===== src/rtl/pwm_ramp_ctrl_pkg.sv =====
// Shared types and default sizes for the PWM duty ramp controller.
package pwm_ramp_ctrl_pkg;

    localparam int DEF_WIDTH       = 8;
    localparam int DEF_TIMER_WIDTH = 15;
    localparam int DEF_DWELL_WIDTH = 8;

    typedef enum logic [1:0] {
        ST_IDLE = 2'd0,
        ST_RAMP = 2'd1,
        ST_HOLD = 2'd2
    } state_e;

endpackage


===== src/rtl/pwm_dwell_cnt.sv =====
// Counts PWM period ticks; pulses done_o on the tick that reaches term_i.
module pwm_dwell_cnt #(
    parameter int W = 8
) (
    input  logic         clk,
    input  logic         rst,
    input  logic         clr_i,
    input  logic         tick_i,
    input  logic [W-1:0] term_i,
    output logic         done_o
);

    logic [W-1:0] cnt_q, cnt_d;
    logic [W:0]   nxt;

    assign nxt    = {1'b0, cnt_q} + {{W{1'b0}}, 1'b1};
    assign done_o = tick_i && !clr_i && (nxt == {1'b0, term_i});

    always_comb begin
        cnt_d = cnt_q;
        if (clr_i) begin
            cnt_d = '0;
        end else if (tick_i) begin
            cnt_d = done_o ? '0 : nxt[W-1:0];
        end
    end

    always_ff @(posedge clk) begin
        if (rst) begin
            cnt_q <= '0;
        end else begin
            cnt_q <= cnt_d;
        end
    end

endmodule


===== src/rtl/pwm_ramp_ctrl.sv =====
// Ramps the duty of an external PWM toward a configured target,
// one step per dwell of PWM periods, with an off request that ramps to 0.
module pwm_ramp_ctrl
    import pwm_ramp_ctrl_pkg::*;
#(
    parameter int WIDTH       = DEF_WIDTH,
    parameter int TIMER_WIDTH = DEF_TIMER_WIDTH,
    parameter int DWELL_WIDTH = DEF_DWELL_WIDTH
) (
    input  logic                   clk,
    input  logic                   rst,
    input  logic                   period_tick,
    input  logic                   cfg_valid,
    output logic                   cfg_ready,
    input  logic [WIDTH:0]         cfg_target,
    input  logic [WIDTH-1:0]       cfg_step,
    input  logic [DWELL_WIDTH-1:0] cfg_dwell,
    input  logic [TIMER_WIDTH-1:0] cfg_timer,
    input  logic                   off_req,
    output logic [WIDTH:0]         duty,
    output logic [TIMER_WIDTH-1:0] timer_final_value,
    output logic                   busy,
    output logic                   done
);

    localparam logic [WIDTH:0] DUTY_MAX = {1'b1, {WIDTH{1'b0}}};

    state_e                 state_q, state_d;
    logic [WIDTH:0]         duty_q, duty_d;
    logic [WIDTH:0]         target_q, target_d;
    logic [WIDTH-1:0]       step_q, step_d;
    logic [DWELL_WIDTH-1:0] dwell_q, dwell_d;
    logic [TIMER_WIDTH-1:0] tfv_q, tfv_d;
    logic                   off_q, off_d;
    logic                   done_q, done_d;

    logic                   xfer;
    logic                   clr;
    logic                   step_hit;
    logic [WIDTH:0]         tgt_cl;
    logic [WIDTH:0]         step_ext;
    logic [WIDTH:0]         duty_nx;

    assign cfg_ready = (state_q != ST_RAMP) && !off_req;
    assign xfer      = cfg_valid && cfg_ready;
    assign tgt_cl    = (cfg_target > DUTY_MAX) ? DUTY_MAX : cfg_target;
    assign step_ext  = {1'b0, step_q};

    pwm_dwell_cnt #(.W(DWELL_WIDTH)) u_dwell (
        .clk    (clk),
        .rst    (rst),
        .clr_i  (clr),
        .tick_i (period_tick && (state_q == ST_RAMP)),
        .term_i (dwell_q),
        .done_o (step_hit)
    );

    // Clamp each step at the target so the ramp never overshoots or wraps.
    always_comb begin
        duty_nx = duty_q;
        if (target_q > duty_q) begin
            if ((target_q - duty_q) <= step_ext) duty_nx = target_q;
            else duty_nx = duty_q + step_ext;
        end else if (target_q < duty_q) begin
            if ((duty_q - target_q) <= step_ext) duty_nx = target_q;
            else duty_nx = duty_q - step_ext;
        end
    end

    always_comb begin
        state_d  = state_q;
        duty_d   = duty_q;
        target_d = target_q;
        step_d   = step_q;
        dwell_d  = dwell_q;
        tfv_d    = tfv_q;
        off_d    = off_q;
        done_d   = 1'b0;
        clr      = 1'b0;
        unique case (state_q)
            ST_IDLE, ST_HOLD: begin
                if (state_q == ST_HOLD && off_req) begin
                    target_d = '0;
                    off_d    = 1'b1;
                    state_d  = ST_RAMP;
                end else if (xfer) begin
                    target_d = tgt_cl;
                    step_d   = (cfg_step == '0) ? WIDTH'(1) : cfg_step;
                    dwell_d  = (cfg_dwell == '0) ? DWELL_WIDTH'(1) : cfg_dwell;
                    tfv_d    = cfg_timer;
                    off_d    = 1'b0;
                    clr      = 1'b1;
                    if (tgt_cl == duty_q) begin
                        state_d = ST_HOLD;
                        done_d  = 1'b1;
                    end else begin
                        state_d = ST_RAMP;
                    end
                end
            end
            ST_RAMP: begin
                if (off_req) begin
                    target_d = '0;
                    off_d    = 1'b1;
                end else if (duty_q == target_q) begin
                    state_d = off_q ? ST_IDLE : ST_HOLD;
                    done_d  = 1'b1;
                    off_d   = 1'b0;
                end else if (step_hit) begin
                    duty_d = duty_nx;
                end
            end
            default: state_d = ST_IDLE;
        endcase
    end

    always_ff @(posedge clk) begin
        if (rst) begin
            state_q  <= ST_IDLE;
            duty_q   <= '0;
            target_q <= '0;
            step_q   <= WIDTH'(1);
            dwell_q  <= DWELL_WIDTH'(1);
            tfv_q    <= '0;
            off_q    <= 1'b0;
            done_q   <= 1'b0;
        end else begin
            state_q  <= state_d;
            duty_q   <= duty_d;
            target_q <= target_d;
            step_q   <= step_d;
            dwell_q  <= dwell_d;
            tfv_q    <= tfv_d;
            off_q    <= off_d;
            done_q   <= done_d;
        end
    end

    assign duty              = duty_q;
    assign timer_final_value = tfv_q;
    assign busy              = (state_q == ST_RAMP);
    assign done              = done_q;

endmodule


===== config.mk =====
export PLATFORM = sky130hd
export DESIGN_NAME = pwm_ramp_ctrl
export DESIGN_NICKNAME = d
export VERILOG_FILES = /design/src/rtl/pwm_ramp_ctrl_pkg.sv /design/src/rtl/pwm_dwell_cnt.sv /design/src/rtl/pwm_ramp_ctrl.sv
export SDC_FILE = /design/constraint.sdc
export NUM_CORES = 1
export LEC_CHECK = 0
export ABC_AREA = 0
export BUFFER_PORTS_ARGS = -buffer_cell sky130_fd_sc_hd__buf_2
export CAP_MARGIN = 20
export CORE_MARGIN = 4
export CORE_UTILIZATION = 48
export DETAILED_ROUTE_END_ITERATION = 10
export GPL_TIMING_DRIVEN = 0
export HOLD_SLACK_MARGIN = 0.12
export MAX_ROUTING_LAYER = met4
export PLACE_DENSITY_LB_ADDON = 0.15
export SKIP_LAST_GASP = 1
export SLEW_MARGIN = 30
export SYNTH_ARGS = -nofsm -noshare
export SYNTH_HDL_FRONTEND = slang
export SYNTH_SLANG_ARGS = --single-unit

===== constraint.sdc =====
create_clock -name clk -period 3.65 [get_ports clk]
set_input_delay 0.73 -clock clk [delete_from_list [all_inputs] [get_ports clk]]
set_output_delay 0.73 -clock clk [all_outputs]
set_load 0.03 [all_outputs]

== Yosys cells after proc, flatten, opt, wreduce, memory -nomap -nowiden ==
Index checks and enable logic that the tools add are counted.

* Reduce and logical (&&, ||, !) cells: 20
* $add $sub $neg: 5
* Muxes and demuxes: 33
* Bitwise gates (word level): 3
* Order comparisons: 5
* Eq/ne operators: 11

{| class="wikitable"
|+ Operators with widths
! kind !! number
|-
| $mux 9 || 8
|-
| $mux 8 || 3
|-
| $eq 9x9->1 || 2
|-
| $le 9x8->1 || 2
|-
| $pmux 9 s2 || 1
|-
| $sub 9x9->9 || 2
|-
| $logic_not 8->1 || 2
|-
| $mux 1 || 12
|-
| $mux 2 || 6
|-
| $reduce_and 3->1 || 4
|-
| $add 8x1->9 const B || 1
|-
| $add 9x8->9 || 1
|-
| $eq 9x8->1 || 1
|-
| $gt 9x9->1 || 1
|-
| $gt 9x9->1 const B || 1
|-
| $lt 9x9->1 || 1
|-
| $sub 9x8->9 || 1
|-
| $logic_and 1x1->1 || 6
|-
| $reduce_and 5->1 || 1
|-
| $ne 2x1->1 const B || 2
|-
| $ne 2x2->1 const B || 2
|-
| $pmux 1 s2 || 2
|-
| $pmux 2 s2 || 1
|-
| $reduce_bool 2->1 || 2
|-
| other kinds (8) || 12
|}

* Logic and storage cells: 86
* Input bits: 45
* Register bits: 61
* Output and inout port bits: 27

== Longest topological paths before layout ==
Gate-level depths: netlist of run 1.

* Depth after elaboration: 10
* Mapped depth: 17
* Depth with buffers taken out: 17

== Hierarchy ==
Synthesis of run 1 repeated with hierarchy kept, for this count alone.

* Cell total of the unflattened synthesis: 590
* Area total of the unflattened synthesis: 4822.1 um2

{| class="wikitable"
|+ By module, submodules not included
! module !! seq. area each (um2) !! area each (um2) !! times used !! cells each
|-
| pwm_ramp_ctrl || 1061.0 || 4241.6 || 1 || 523
|-
| pwm_dwell_cnt || 160.2 || 580.6 || 1 || 67
|}

== Least setup slack after synthesis of run 1 ==
No wires, ideal clock.

* Path type: register to register
* Start: register duty_q[1] (netlist: duty[1])
* End: register duty_q[0] (netlist: duty[0])
* Buffers on the path: 0
* Arrival time: 3703 ps
* Period minus slack after synthesis: 3831 ps
* Setup time: 128 ps
* Required time: 3522 ps
* Slack: -181 ps
* Cell stages (with the launch flop): 17
* Cells stage by stage: dfxtp_1 inv_1 ha_1 a21o_1 a21o_1 a21o_1 a21oi_1 o21ai_0 xor2_1 ha_1 nand4_1 o22ai_1 o32ai_1 nor3b_2 mux2_4 mux2i_1 o31ai_1

* Word-level cells in the longest chain between the ends: 5

{| class="wikitable"
|+ Ends and longest elaborated chain
! what !! line !! RTL
|-
| from (decl) || pwm_ramp_ctrl.sv:29 || <nowiki>logic [WIDTH:0] duty_q, duty_d;</nowiki>
|-
| from (signal assigned) || pwm_ramp_ctrl.sv:129 || <nowiki>duty_q <= duty_d;</nowiki>
|-
| $sub 9x9->9 || pwm_ramp_ctrl.sv:65 || <nowiki>if ((duty_q - target_q) <= step_ext) duty_nx = target_q;</nowiki>
|-
| $le 9x8->1 || pwm_ramp_ctrl.sv:65 ||
|-
| $mux 9 || pwm_ramp_ctrl.sv:65 ||
|-
| $mux 9 || pwm_ramp_ctrl.sv:64 || <nowiki>end else if (target_q < duty_q) begin</nowiki>
|-
| $mux 9 || pwm_ramp_ctrl.sv:61 || <nowiki>if (target_q > duty_q) begin</nowiki>
|}

Several ways; a longest one is shown, not always the timed one. The select of a mux whose other input is x is not followed.
A chain may end at the register's enable or synchronous reset.

== Final worst setup path of run 1 ==
* Start: register duty_q[1] (netlist: duty[1])
* End: register duty_q[3] (netlist: duty[3])

The elaborated chain is that of the path after synthesis.

==> results.json, run 1 <==
{
  "setup.worst_path.start": "duty[1]$_SDFFE_PP0P_",
  "cts-root-buf": "clkbuf_8",
  "arrival_ns": 3.80,
  "antennaDiodeCount": 0,
  "floorplan.initialDensity_pct": 49.2,
  "die-area_mm2": 0.0117,
  "timing.rr.end": "duty[3]$_SDFFE_PP0P_",
  "reg2reg_depth": 20,
  "peakVddDrop_uv": 198,
  "cp_top_family": "compound AO/OA/AOI/OAI gates",
  "grt_max_degree": 11,
  "dr.first_iter.drc_count": 412,
  "port_buffers": 70,
  "clk_latency_ns": 0.35,
  "crit_slowest_cell": "dfxtp_4",
  "required_ns": 3.91,
  "clkTransAtPathRegs_ns": 0.07,
  "cts_tree": "built",
  "slowest_delay_ns": 0.37,
  "ios": 72,
  "relSlewSlack_pct": 48.7,
  "worst-path-buf-inv": 5,
  "cts_made_buffers": 9,
  "cp.depth": 20,
  "fin_crit_sh_pct": 97.0,
  "drtPass1Iterations": 5,
  "antenna_found_initial": 0,
  "ys_seq_area_share_pct": 25.4,
  "outcome": "complete, no violations",
  "ys_types": 65,
  "tightest_slew_ns": 0.769,
  "synthFlopType": "dfxtp_1",
  "final_cell_mix": "nand2_1 (96), buf_2 (75), a21oi_1 (60)",
  "clock-skew-final_ns": 0.0157,
  "holdCritPathClass": "reg2reg",
  "drtAntennaViolNets": 0,
  "drt-total-wl_mm": 14.2,
  "syn_nets": 732,
  "instances_no_fill": 869,
  "setup-tns-final_ns": 0,
  "final_nets": 829,
  "path_common_cell": "buf_4",
  "slew_violations": 0,
  "routedWlPerCell_um": 16.4,
  "gp_congestion": 0.909,
  "period_minus_slack_ns": 3.54,
  "drc": 0,
  "die_h_um": 108,
  "fmax_mhz": 283,
  "async_flop_share_pct": 0,
  "dp_cells": 837,
  "grt_overflow": 0,
  "critPathCapture": "duty[3]$_SDFFE_PP0P_",
  "htreeDepth": 3,
  "coreArea_mm2": 0.00977,
  "die_w_um": 108,
  "rows": 36,
  "cts.sinks": 61,
  "avgSynthCellArea_um2": 7.58,
  "grt_usage_pct": 25.7,
  "path_max_fanout": 5,
  "routed-via-count": 4974,
  "maxCapViolations": 0,
  "fill_cells": 945,
  "grt_pass1_vias": 4765,
  "synthToLayoutAreaGrowth_pct": 19.3,
  "p_leak_nw": 2.38,
  "worst_hold_slack_ns": 0.455,
  "cp_cell_sequence": "clkinvlp_4 > ha_4 > a21o_1 > a21o_1 > a21o_1 > a21oi_2 > o21ai_1 > xor2_1 > ha_1 > nand4_1 > o22ai_2 > buf_4 > a211oi_2 > nor3b_2 > buf_4 > buf_4 > buf_4 > a211oi_2 > nor2_1 > o211ai_1",
  "critical_path_class": "reg2reg",
  "endpoint_kind": "flop",
  "synth-seq-cells": 61,
  "start_kind": "flop",
  "grt_pass1_wl_mm": 23.1,
  "hold_violations": 0,
  "via_per_inst": 5.72,
  "final_common_cell": "nand2_1",
  "fin_ws_ns": 0.111,
  "setup_viol": 0,
  "netlist_area_mm2": 0.00481,
  "yosys_warnings": 0,
  "synth_edf_count": 0,
  "p_per_area_mw_per_mm2": 350,
  "r2r_slack_ns": 0.11,
  "drive_gt1_share_pct": 21.2,
  "dp_hpwl_mm": 10.9,
  "ctsLongestPathBuffers": 2,
  "dp_slack_ns": -0.440,
  "synthCells": 634,
  "rr_startpoint": "duty[1]$_SDFFE_PP0P_"
}
metal layers:
metal | GRT usage [%] | vias up | wire [um]
met5 | - | - | 0
met4 | 9.83 | 0 | 433
met3 | 2.99 | 30 | 763
met2 | 43.5 | 163 | 6910
met1 | 31.3 | 2319 | 6130
li1 | - | 2462 | -
logic make-up (layout without fill, tap and decap cells):
kind of cell	count (synthesis)	in the layout	synth area share (%)
compound gates	183	183	24.4
xor+xnor	24	24	4.37
mux	2	2	0.520
fa+ha+maj	53	53	14.4
flops	61	61	25.4
simple gates	244	244	25.1
buf+inv	67	169	5.73
state kept, by name (all words and copies together) (netlist names), 2 cells and up:
name and flops:
timer_final_value 15, duty 9, target_q 9, dwell_q 8
step_q 8, u_dwell.cnt_q 8, state_q 2
tightest hold or removal path, cell delays in order, from the launching register on:
cell and delay [ns]:
dfxtp_1 0.31, nand2_1 0.05, a21oi_1 0.05
through the flow:
step / utilization [%] / total power, W / area [um^2]
after floorplan: - / 0.00114 / 4810
after global placement: 54.5 / 0.00129 / 5330
after detailed placement: 54.5 / 0.00130 / 5330
after CTS: 57.4 / 0.00196 / 5610
after global routing: 58.7 / 0.00211 / 5740
final: 58.7 / 0.00201 / 5740
layout make-up:
cell class	count	area [um^2]	share of cell area, %
flip-flops and latches	61	1240	21.6
clock buffers	12	155	2.70
inverters	38	146	2.55
plain buffers	27	123	2.14
well taps	133	166	2.90
repair buffers	88	489	8.53
multi-input cells	506	3390	59.1
clock inverters	4	22.5	0.393
power by group:
group	switching [W]	internal, W
Clock	0.000278	0.000280
Combinational	0.000414	0.000325
Sequential	0.0000219	0.000688
cells in the mapped netlist (all sizes together), types with 6 or more instances:
cell	n	area [um^2]
buf	10	61.3
nand2b	13	81.3
inv	38	143
nor2	38	143
nand4	8	56.3
nor4	6	37.5
a22oi	7	52.6
nor3	13	65.1
dfxtp	61	1220
or2	8	50.1
nor2b	11	68.8
o21ai	34	178
clkbuf	19	71.3
o211ai	6	45.0
or3	8	55.1
a21o	12	90.1
ha	49	613
nand2	96	360
a21oi	64	320
xor2	9	78.8
nand3	21	110
a211oi	20	163
and3	6	37.5
xnor2	15	131
worst min path at each step:
stage                                  startpoint                                 end  slack (ns)  cells past startpoint
2_1_floorplan             dwell_q[3]$_SDFFE_PP0P_             dwell_q[3]$_SDFFE_PP0P_        0.45                      2
3_3_place_gp   timer_final_value[14]$_SDFFE_PP0P_  timer_final_value[14]$_SDFFE_PP0P_        0.44                      2
3_5_place_dp    timer_final_value[3]$_SDFFE_PP0P_   timer_final_value[3]$_SDFFE_PP0P_        0.45                      2
4_1_cts         timer_final_value[3]$_SDFFE_PP0P_   timer_final_value[3]$_SDFFE_PP0P_        0.46                      2
5_1_grt        timer_final_value[11]$_SDFFE_PP0P_  timer_final_value[11]$_SDFFE_PP0P_        0.47                      2
6_report        timer_final_value[3]$_SDFFE_PP0P_   timer_final_value[3]$_SDFFE_PP0P_        0.45                      2
what timing repair did:
action | CTS | global route
setup buffers | 9 | 9
gates cloned | 0 | 0
gates resized for setup | 12 | 23
hold buffers | 0 | 0
endpoints found under the setup margin | 9 | 9
pin swaps | 2 | 10
Note: power is estimated with default switching activity, not from simulation.
==> run 2: changes to the inputs <==
Settings changed: CORE_UTILIZATION 48 to 53.
==> run 2 against run 1 <==
  * Critical path type unchanged
  * Sequential power hardly changed
  * Via count is 1.7% lower
  * Sequential cell count stayed put
  * Maximum frequency is 1.1% higher
  * Global-route usage is 0.84 points higher
  * Register-to-register slack better by 0.04 ns
  * Cell count is 3.0% lower
  * Non-clock buffer count is 1 lower
  * Setup slack better by 0.040 ns
==> results.json, run 2 (synthesis gave the netlist of run 1 again) <==
{
  "outcome": "complete, no violations",
  "multi_input_area_mm2": 0.00338,
  "worst_hold_slack_ns": 0.455,
  "worst-path-buf-inv": 3,
  "cp_top_family": "compound AO/OA/AOI/OAI gates",
  "ios": 72,
  "hold_violations": 0,
  "grt_pass1_wl_mm": 21.5,
  "largest_reg_flops": 15,
  "slowest_delay_ns": 0.37,
  "p_per_area_mw_per_mm2": 343,
  "clk_latency_ns": 0.35,
  "gp_congestion": 0.931,
  "synthToLayoutAreaGrowth_pct": 17.8,
  "cts_made_buffers": 9,
  "clkTransAtPathRegs_ns": 0.08,
  "final_common_cell": "nand2_1",
  "ctsLongestPathBuffers": 2,
  "dr.first_iter.drc_count": 167,
  "sequentialPowerShare_pct": 36.5,
  "floorplan.initialDensity_pct": 54.9,
  "ctsHoldBuffers": 0,
  "rows": 34,
  "fill_cells": 821,
  "antennaDiodeCount": 0,
  "relSlewSlack_pct": 49.4,
  "ff_latch_area_mm2": 0.00124,
  "endpoint_kind": "flop",
  "crit_slowest_cell": "dfxtp_4",
  "grt_overflow": 0,
  "fmax_mhz": 286,
  "drc": 0,
  "period_minus_slack_ns": 3.50,
  "die-area_mm2": 0.0107,
  "p_leak_nw": 2.36,
  "timing.rr.end": "duty[1]$_SDFFE_PP0P_",
  "setup.worst_path.start": "duty[3]$_SDFFE_PP0P_",
  "slew_violations": 0,
  "cp_cell_sequence": "inv_1 > ha_1 > buf_2 > or2_2 > o31a_1 > a21o_1 > a21oi_2 > xnor2_2 > ha_1 > nand4_1 > o22ai_2 > a211oi_2 > nor3b_2 > buf_4 > nand2b_1 > o221a_2 > a21oi_1",
  "critPathCapture": "duty[1]$_SDFFE_PP0P_",
  "comb_power_share_pct": 36.1,
  "routed-via-count": 4891,
  "fin_crit_sh_pct": 95.9,
  "reg2reg_depth": 17,
  "drtAntennaViolNets": 0,
  "tightest_slew_ns": 0.758,
  "critical_path_class": "reg2reg",
  "setup_viol": 0,
  "peakVddDrop_uv": 239,
  "holdCritPathClass": "reg2reg",
  "via_per_inst": 5.80,
  "arrival_ns": 3.77,
  "drt-total-wl_mm": 13.6,
  "clkPwrFrac_pct": 27.4,
  "grt_max_degree": 12,
  "dp_hpwl_mm": 10.6,
  "switching_share_pct": 36.2,
  "r2r_slack_ns": 0.15,
  "min-delay-start": "timer_final_value[6]$_SDFFE_PP0P_",
  "path_common_cell": "ha_1",
  "final_cell_mix": "nand2_1 (96), buf_2 (77), a21oi_1 (61)",
  "grt_setup_unrepaired": "true",
  "clock-skew-final_ns": 0.0179,
  "grt_usage_pct": 26.5,
  "grt_pass1_vias": 4464,
  "fin_area_mm2": 0.00566,
  "internal-power_w": 0.00124,
  "htreeDepth": 3,
  "place_area_mm2": 0.00529,
  "cts_tree": "built",
  "rr_startpoint": "duty[3]$_SDFFE_PP0P_",
  "cp.depth": 17,
  "maxCapViolations": 0,
  "routedWlPerCell_um": 16.1,
  "power.switching_w": 0.000704,
  "port_buffers": 70,
  "final_core_util_pct": 64.6,
  "total_power_w": 0.00194,
  "required_ns": 3.92,
  "coreArea_mm2": 0.00876,
  "antenna_found_initial": 0,
  "final_nets": 828,
  "cts-root-buf": "clkbuf_8",
  "cts.sinks": 61,
  "drtPass1Iterations": 5,
  "start_kind": "flop",
  "path_max_fanout": 8,
  "die_w_um": 103,
  "die_h_um": 103,
  "drive_gt1_share_pct": 20.1
}
## run 2: cell count changes in the layout (fill, tap and decap cells not counted), sizes merged
cell    before  now
clkbuf      31   29
clkinv       3    5
buf         96   95
## run 2: how the worst min path moves through the flow
stage | to | slack [ns] | cells after the start
finish | timer_final_value[6]$_SDFFE_PP0P_ | 0.45 | 2
CTS | timer_final_value[10]$_SDFFE_PP0P_ | 0.46 | 2
global route | timer_final_value[8]$_SDFFE_PP0P_ | 0.47 | 2
detailed placement | timer_final_value[10]$_SDFFE_PP0P_ | 0.45 | 2
global placement | timer_final_value[7]$_SDFFE_PP0P_ | 0.44 | 2
floorplan | dwell_q[3]$_SDFFE_PP0P_ | 0.45 | 2
## run 2: through the flow
stage | worst slack [ns] | cells | setup TNS, ns
2_1_floorplan | 0.0477 | 634 | 0
3_3_place_gp | -0.378 | 812 | -2.34
3_5_place_dp | -0.419 | 812 | -2.72
4_1_cts | 0.00422 | 836 | 0
5_1_grt | -0.0957 | 843 | -0.200
6_report | 0.151 | 843 | 0
## run 2: repair_timing
action                     CTS  global route
buffers inserted             8             7
setup endpoints to repair    9             9
pin swaps                    2             6
gates resized for setup     10            14
## run 2: layer usage
layer / part of all wire [%] / wire length (um) / vias to the layer above / track usage (%)
met3: 3.8 / 519 / 27 / 4.49
met4: 2.0 / 268 / 0 / 7.07
met5: 0 / 0 / - / -
met2: 51 / 6940 / 115 / 45.3
met1: 43 / 5850 / 2291 / 32.3
li1: - / - / 2458 / -
## run 2: layout make-up
cell class,count,share of cell area (%)
Inverter,38,2.59
Timing Repair Buffer,85,8.18
Buffer,29,2.34
Clock inverter,6,0.707
Sequential cell,61,21.8
Multi-Input combinational cell,506,59.7
Tap cell,108,2.39
Clock buffer,10,2.25
## run 2: worst min-delay path: stages (launching register included)
cell	delay (ns)
dfxtp_1	0.31
nand2_1	0.05
a21oi_1	0.05
## run 2: power groups by stage
stage	Clock [W]	Combinational (W)	Sequential (W)
2_1_floorplan	0	0.000400	0.000738
3_3_place_gp	0	0.000559	0.000726
3_5_place_dp	0	0.000575	0.000728
4_1_cts	0.000538	0.000641	0.000711
5_1_grt	0.000574	0.000768	0.000713
6_report	0.000533	0.000701	0.000710
